==> src/rtl/branch_predictor.sv <==
// branch_predictor: direct-mapped BTB with 2-bit counters, mispredict detection and branch statistics
module branch_predictor #(
    parameter int XLEN    = 32,
    parameter int ENTRIES = 16
) (
    input  logic            clk,
    input  logic            rst,
    input  logic [XLEN-1:0] fetch_pc,
    output logic            pred_hit,
    output logic            pred_taken,
    output logic [XLEN-1:0] pred_target,
    input  logic            upd_valid,
    input  logic [XLEN-1:0] upd_pc,
    input  logic            upd_taken,
    input  logic [XLEN-1:0] upd_target,
    input  logic            upd_pred_taken,
    input  logic [XLEN-1:0] upd_pred_target,
    output logic            mispredict,
    output logic [XLEN-1:0] redirect_pc,
    output logic [31:0]     branch_count,
    output logic [31:0]     mispredict_count
);
    localparam int IDX = $clog2(ENTRIES);
    localparam int TW  = XLEN - IDX - 2;

    typedef struct packed {
        logic            valid;
        logic [TW-1:0]   tag;
        logic [XLEN-1:0] target;
        logic [1:0]      ctr;
    } entry_t;

    entry_t          tbl_q [ENTRIES];
    entry_t          tbl_d [ENTRIES];
    entry_t          f_ent;
    entry_t          u_ent;
    logic            u_hit;
    logic [1:0]      ctr_n;
    logic [IDX-1:0]  u_idx;
    logic [31:0]     branch_count_q, branch_count_d;
    logic [31:0]     mispredict_count_q, mispredict_count_d;

    always_comb begin
        f_ent       = tbl_q[fetch_pc[IDX+1:2]];
        pred_hit    = f_ent.valid && (f_ent.tag == fetch_pc[XLEN-1:IDX+2]);
        pred_taken  = pred_hit && f_ent.ctr[1];
        pred_target = pred_taken ? f_ent.target : fetch_pc + XLEN'(4);
    end

    always_comb begin
        mispredict  = upd_valid && ((upd_taken != upd_pred_taken) ||
                      (upd_taken && upd_pred_taken && (upd_target != upd_pred_target)));
        redirect_pc = upd_taken ? upd_target : upd_pc + XLEN'(4);
        branch_count_d     = branch_count_q + 32'(upd_valid);
        mispredict_count_d = mispredict_count_q + 32'(mispredict);
    end

    // Training: saturating counter on a hit, allocate weak-taken on a taken miss
    always_comb begin
        u_idx = upd_pc[IDX+1:2];
        u_ent = tbl_q[u_idx];
        u_hit = u_ent.valid && (u_ent.tag == upd_pc[XLEN-1:IDX+2]);
        ctr_n = upd_taken ? ((u_ent.ctr == 2'b11) ? 2'b11 : u_ent.ctr + 2'b01)
                          : ((u_ent.ctr == 2'b00) ? 2'b00 : u_ent.ctr - 2'b01);
        tbl_d = tbl_q;
        if (upd_valid && u_hit) begin
            tbl_d[u_idx].ctr    = ctr_n;
            tbl_d[u_idx].target = upd_taken ? upd_target : u_ent.target;
        end else if (upd_valid && upd_taken) begin
            tbl_d[u_idx] = '{valid: 1'b1, tag: upd_pc[XLEN-1:IDX+2], target: upd_target, ctr: 2'b10};
        end
    end

    always_ff @(posedge clk) begin
        if (rst) begin
            for (int i = 0; i < ENTRIES; i++)
                tbl_q[i] <= '{valid: 1'b0, tag: '0, target: '0, ctr: 2'b01};
            branch_count_q     <= '0;
            mispredict_count_q <= '0;
        end else begin
            tbl_q              <= tbl_d;
            branch_count_q     <= branch_count_d;
            mispredict_count_q <= mispredict_count_d;
        end
    end

    assign branch_count     = branch_count_q;
    assign mispredict_count = mispredict_count_q;
endmodule

==> config.mk <==
export PLATFORM = sky130hd
export DESIGN_NAME = branch_predictor
export DESIGN_NICKNAME = d
export VERILOG_FILES = /design/src/rtl/branch_predictor.sv
export SDC_FILE = /design/constraint.sdc
export NUM_CORES = 2
export LEC_CHECK = 0
export ABC_CLOCK_PERIOD_IN_PS = 5470
export BUFFER_PORTS_ARGS = -buffer_cell sky130_fd_sc_hd__buf_2
export CORE_ASPECT_RATIO = 1.1
export CORE_MARGIN = 2
export CORE_UTILIZATION = 30
export DETAILED_ROUTE_END_ITERATION = 12
export GPL_TIMING_DRIVEN = 0
export PLACE_DENSITY_LB_ADDON = 0.08
export SLEW_MARGIN = 5
export SYNTH_ARGS = -nofsm -noshare
export SYNTH_HDL_FRONTEND = slang
export SYNTH_SLANG_ARGS = --single-unit
==> constraint.sdc <==
create_clock -name clk -period 5.47 [get_ports clk]
set_clock_uncertainty 0.1 [all_clocks]
set_input_delay 0.547 -clock clk [delete_from_list [all_inputs] [get_ports clk]]
set_output_delay 0.547 -clock clk [all_outputs]
set_load 0.01 [all_outputs]
# Yosys cells after proc, flatten, opt, wreduce, memory -nomap -nowiden
# Cells that the tools add are included.
[word_totals] mem_bits_ro=0 latch_bits=0 wordCells=117 ff_bits=1040 memories=0 mem_bits_rw=0 output_inout_bits=131
[classes] magnitude_cmp=3 bitwise=2 n_mul=0 addsub=6 n_div=0 n_reduce_logical=12 n_eq_ne=5 shifts=0 mux=23
[ops] operator="$bwmux 976" count=3
[ops] operator="$mux 976" count=2
[ops] operator="$demux 61 s4" count=3
[ops] operator="$bmux 61 s4" count=2
[ops] operator="$mux 61" count=5
[ops] operator="$mux 32" count=3
[ops] operator="$add 32x1->32" count=2
[ops] operator="$add 32x3->32 const B" count=2
[ops] operator="$eq 26x26->1" count=2
[ops] operator="$mux 34" count=1
[ops] operator="$ne 32x32->1" count=1
[ops] operator="$ge 5x5->1 const B" count=2
[ops] operator="$not 4->5" count=2
[ops] operator="$logic_and 1x1->1" count=9
[ops] operator="$mux 2" count=4
[ops] operator="$lt 5x1->1 const B" count=1
[ops] operator="$add 2x1->2 const B" count=1
[ops] operator="$eq 2x2->1 const B" count=1
[ops] operator="$logic_not 2->1" count=1
[ops] operator="$reduce_bool 2->1" count=1
[ops] operator="$sub 2x1->2 const B" count=1
[ops] operator="$logic_or 1x1->1" count=1
[ops] operator="$ne 1x1->1" count=1

# Longest topological paths before layout
[depth] depth_word=10 mapped_depth=19

# Least setup slack after synthesis
# No wires, ideal clock.
[synth_path] path_kind="in2out" startpoint="in fetch_pc[2]" endpoint="out pred_target[22]" arrival_time_ns=4.161 n_path_buf=4 setup_slack_ns=0.662 cell_stages=11 cell_sequence="buf_2 -> buf_2 -> buf_2 -> mux4_2 -> mux4_2 -> xnor2_1 -> nand2_1 -> or4b_2 -> nor4_4 -> buf_4 -> mux2_2"
[synth_between] elab_chain_len=8 elab_cells_between_ends=9 classes_between="add/sub (1); eq/ne (1); mux (4); bitwise (1); reduce/logical (2)"
[synth_lines] item="start: declaration" line_no="8" text="input logic [XLEN-1:0] fetch_pc,"
[synth_lines] item="$not 4->5 (implied by the code)" line_no="44" text="f_ent = tbl_q[fetch_pc[IDX+1:2]];"
[synth_lines] item="$bmux 61 s4" line_no="44"
[synth_lines] item="$mux 61 (implied by the code) (2 in a row)" line_no="44"
[synth_lines] item="$eq 26x26->1" line_no="45" text="pred_hit = f_ent.valid && (f_ent.tag == fetch_pc[XLEN-1:IDX+2]);"
[synth_lines] item="$logic_and 1x1->1" line_no="45"
[synth_lines] item="$logic_and 1x1->1" line_no="46" text="pred_taken = pred_hit && f_ent.ctr[1];"
[synth_lines] item="$mux 32 *" line_no="47" text="pred_target = pred_taken ? f_ent.target : fetch_pc + XLEN'(4);"
[synth_lines] item="end: declaration" line_no="11" text="output logic [XLEN-1:0] pred_target,"
# Mark *: on every way between the ends. The rest lies on a longest branch, timed or not. The select of a mux whose other input is x is not followed.

# Final worst setup path
[layout_path] startpoint="in upd_pc[2]" endpoint="reg tbl_q[311] in the netlist's numbering"
[layout_between] elab_chain_len=8 elab_cells_between_ends=22 classes_between="order compare (2); eq/ne (1); mux (14); bitwise (1); reduce/logical (4)"
[layout_lines] item="start: declaration" line_no="13" text="input logic [XLEN-1:0] upd_pc,"
[layout_lines] item="$not 4->5 *"
[layout_lines] item="$bmux 61 s4 (tied with other cells)" line_no="61" text="u_ent = tbl_q[u_idx];"
[layout_lines] item="$mux 61 (implied by the code) or $logic_and 1x1->1 (tied branches)" line_no="61, 68, 70"
[layout_lines] item="$mux 61 (on tied branches)" line_no="61, 70"
[layout_lines] item="$eq 26x26->1 or $demux 61 s4 (tied branches)" line_no="62, 70"
[layout_lines] item="$logic_and 1x1->1 or $bwmux 976 (tied branches)" line_no="62, 70"
[layout_lines] item="$logic_and 1x1->1 or $mux 976 (tied branches)" line_no="66, 69"
[layout_lines] item="$mux 976 or $reduce_bool 2->1 (tied branches)"
[layout_lines] item="end signal: indexed assignment" line_no="77" text="tbl_q[i] <= '{valid: 1'b0, tag: '0, target: '0, ctr: 2'b01};"
[layout_lines] item="end signal: assignment" line_no="81" text="tbl_q <= tbl_d;"
[layout_lines] item="end: declaration" line_no="33" text="entry_t tbl_q [ENTRIES];"
# Marked as above.
# A chain may end at the register's enable or synchronous reset.

==> impl_metrics.csv <==
group,metric,value,unit
sta,min_period_over_period,102.5,%
worst_setup_path,critPathCaptureType,"flop",
worst_setup_path,crit_path_max_fanout,10,
cells_and_area,nFillCells,19683,
clocking,cts_tree,"yes",
worst_setup_path,crit_buf_inv,6,
clocking,cts.clk_slew.worst_paths,0.06,ns
clocking,hold_buffers,0,
routing,drtIter0Drc,5093,
sta,finalSetupViolations,195,
clocking,numCtsBuffers,132,
clocking,clk_path_buf_depth,3,
synth,synth_top_family_by_area,"multiplexers",
synth,ys_seq_elements,1040,
routing,drt.antenna.violating_nets,0,
clocking,clock_latency,0.82,ns
place,port-buffer-count,251,
floorplan,dieHeight,467.5,um
place,dpl.cell_count,8197,
sta,hold_viol,0,
clocking,htreeDepth,4,
synth,yosys.area.top_type,"dfxtp_1",
cells_and_area,finalNonFillerCells,8497,
cells_and_area,fin_area,69340,um^2
worst_setup_path,cp_top_family,"buffers and inverters",
sta,maxSlewViolCount,0,
routing,vias,50720,
cells_and_area,layout_commonest_cell,"dfxtp_1",
sta,whs,0.2217,ns
sta,rsz0062_at_grt,"yes",
synth,synthFlopType,"dfxtp_1",
clocking,cts.sinks,1040,
sta,layout_setup_ws,-0.1393,ns
min_path,hold-path-endpoint,"branch_count[0]$_SDFF_PP0_",
job,drv_cap,0,
sta,worstMarginPinSlew,1.417,ns
worst_setup_path,r2r_slack,0.46,ns
synth,synthCells,5359,
synth,yosys-mux-area-fraction,30.11,%
worst_setup_path,crit-reg2reg-launch,"tbl_q[531]$_SDFFE_PP0P_",
grt,grt_pass1_vias,49638,
synth,synth_cell_types,88,
place,dpl_cell_area,63300,um^2
run_status,status,"finished with violations",
synth,synth_edf_count,0,
worst_setup_path,arrival,6.23,ns
synth,synth_compound_area_share,15.22,%
floorplan,dieWidth,425.4,um
cells_and_area,final_cell_mix,"dfxtp_1 (1040), mux4_2 (535), mux2i_1 (505)",
synth,syn-num-nets,5503,
synth,synth-async-reset-ratio,0,%
grt,grt_overflow,0,
min_path,min_path_cells,3,
routing,routedWlPerCell,38.73,um
routing,routed_via_density,5.969,
grt,grt_max_degree,17,
synth,ys_seq_area_share,35.53,%
synth,synth-xor-area-share,2.930,%
place,dp_slack,-4.260,ns
grt,grt_antenna_before_repair,22,
synth,synthTopCellsByArea,"dfxtp_1 (36%), mux4_2 (21%), mux2i_1 (8.6%)",
worst_setup_path,crit_path_cell_trace,"buf_2 -> buf_4 -> buf_6 -> buf_4 -> nand2_1 -> o22ai_1 -> a221o_1 -> a221oi_1 -> a31oi_1 -> or4b_4 -> o31a_1 -> clkbuf_1 -> clkbuf_1 -> o21ai_0 -> a21oi_1",
place,dp_hpwl,246000,um
floorplan,io_pins,264,
grt,grt_pass1_wl,439700,um
pwr,ir_drop,0.3051,mV
routing,drc,0,
sta,clock.fmax,0.1783,GHz
routing,routed_wl,329100,um
worst_setup_path,critical-path-max-stage-delay,0.83,ns
cells_and_area,syn_to_final_growth,18.34,%
cells_and_area,nNetsFinal,5947,
cells_and_area,drive_gt1_share,25.86,%
synth,yosysWarnings,0,
run_status,failed_checks,"setup timing",
pwr,finalPower,19.31,mW
sta,slew_headroom,5.507,%
grt,grt_usage,32.37,%
worst_setup_path,critPathLaunchType,"primary input",
min_path,hp-class,"in2reg",
routing,drtPass1Iterations,6,
worst_setup_path,path_class,"in2reg",
synth,yosysTopAreaCellShare,35.53,%
min_path,hp-start,"upd_valid",
worst_setup_path,cp_slowest_cell,"clkbuf_1",
worst_setup_path,critPathRequiredTime,6.09,ns
worst_setup_path,worst_r2r_path_depth,11,
synth,syn_avg_cell_area,10.93,um^2
floorplan,core,194600,um^2
floorplan,num_rows,170,
sta,layout_min_cycle_time,5.609,ns
synth,synth-simple-area-share,10.70,%
clocking,cts-root-buf,"clkbuf_16",
floorplan,initial_core_util,30.11,%
synth,synth_adder_area_share,0.2520,%
floorplan,dieArea,198900,um^2
worst_setup_path,reg2reg_to,"tbl_q[311]$_SDFFE_PP0P_",
pwr,p_leak,26.71,nW
synth,netlist_area,58590,um^2
pwr,power_density,278.5,nW/um^2
place,place.gp.congestion,0.9613,
[registers in the layout (all words and copies together), names as in the netlist]
| signal | cells |
|---|---|
| tbl_q | 976 |
| branch_count | 32 |
| mispredict_count | 32 |
[power breakdown]
group,internal [mW],switching [mW]
logic,0.671,1.69
clock network,5.40,3.87
registers,7.63,0.0442
[per-stage QoR]
| stage | TNS [ns] | util (%) |
|---|---|---|
| 2_1_floorplan | 0 | - |
| 5_1_grt | -0.001987 | 35.62 |
| 3_3_place_gp | -1991.84 | 32.41 |
| 6_report | -8.406 | 35.63 |
| 4_1_cts | -3.317 | 35.39 |
| 3_5_place_dp | -1884.17 | 32.53 |
[routing by layer]
metal / part of all wire (%) / GRT usage [%]
met3: 6.5 / 6.602
met4: 9.2 / 25.27
met1: 37 / 36.82
met2: 47 / 53.07
met5: 0.010 / 0
[area by class of cell]
type,instances,area [um^2],share of cell area [%]
diodes,11,27.53,0.03970
plain buffers,592,3457,4.986
clock buffers,198,3968,5.722
clock inverters,39,483.0,0.6965
inverters,58,222.7,0.3212
multi-input cells,3669,35300,50.91
flip-flops and latches,1040,20820,30.03
well taps,2580,3228,4.655
repair buffers,310,1831,2.640
[how the worst max path moves through the flow]
| stage | from | endpoint | depth (start not counted) |
|---|---|---|---|
| 6_report | upd_pc[2] | tbl_q[311]$_SDFFE_PP0P_ | 15 |
| 5_1_grt | upd_pc[3] | tbl_q[704]$_SDFFE_PP0P_ | 17 |
| 4_1_cts | upd_pc[3] | tbl_q[353]$_SDFFE_PP0P_ | 18 |
| 3_5_place_dp | fetch_pc[3] | pred_target[28] | 15 |
| 3_3_place_gp | fetch_pc[5] | pred_target[31] | 14 |
| 2_1_floorplan | fetch_pc[2] | pred_target[22] | 11 |
[worst min-delay path: stages]
cell and delay, ns:
buf_2 0.25, ha_1 0.17, nor2b_1 0.11
[cells in the mapped netlist (16+ instances only)]
master	instances
buf_6	24
nand4_1	34
nor2b_1	33
mux2i_1	506
a31oi_1	40
o21ai_0	357
buf_1	38
a221o_1	19
xnor2_1	122
nand2_1	138
nand2b_1	449
nor4b_4	32
o21ai_1	16
nand3_1	60
mux4_2	535
xor2_1	74
buf_4	79
dfxtp_1	1040
inv_1	55
a22o_1	228
o211ai_1	290
a21oi_1	336
clkbuf_1	339
or2_0	30
and3_1	25
mux2_2	47
buf_2	110
nor2_1	106
[timing repair]
item                       in CTS  in global routing
pin swaps                      23                 14
setup endpoints to repair    1027                569
setup buffers                  34                 18
gates resized for setup       250                 61
[cells by family after synthesis]
family,Yosys count
compound gates,1370
mux,1088
flops,1040
simple gates,1003
buf+inv,650
xor+xnor,196
fa+ha+maj,12
(Power assumes the default switching activity.)
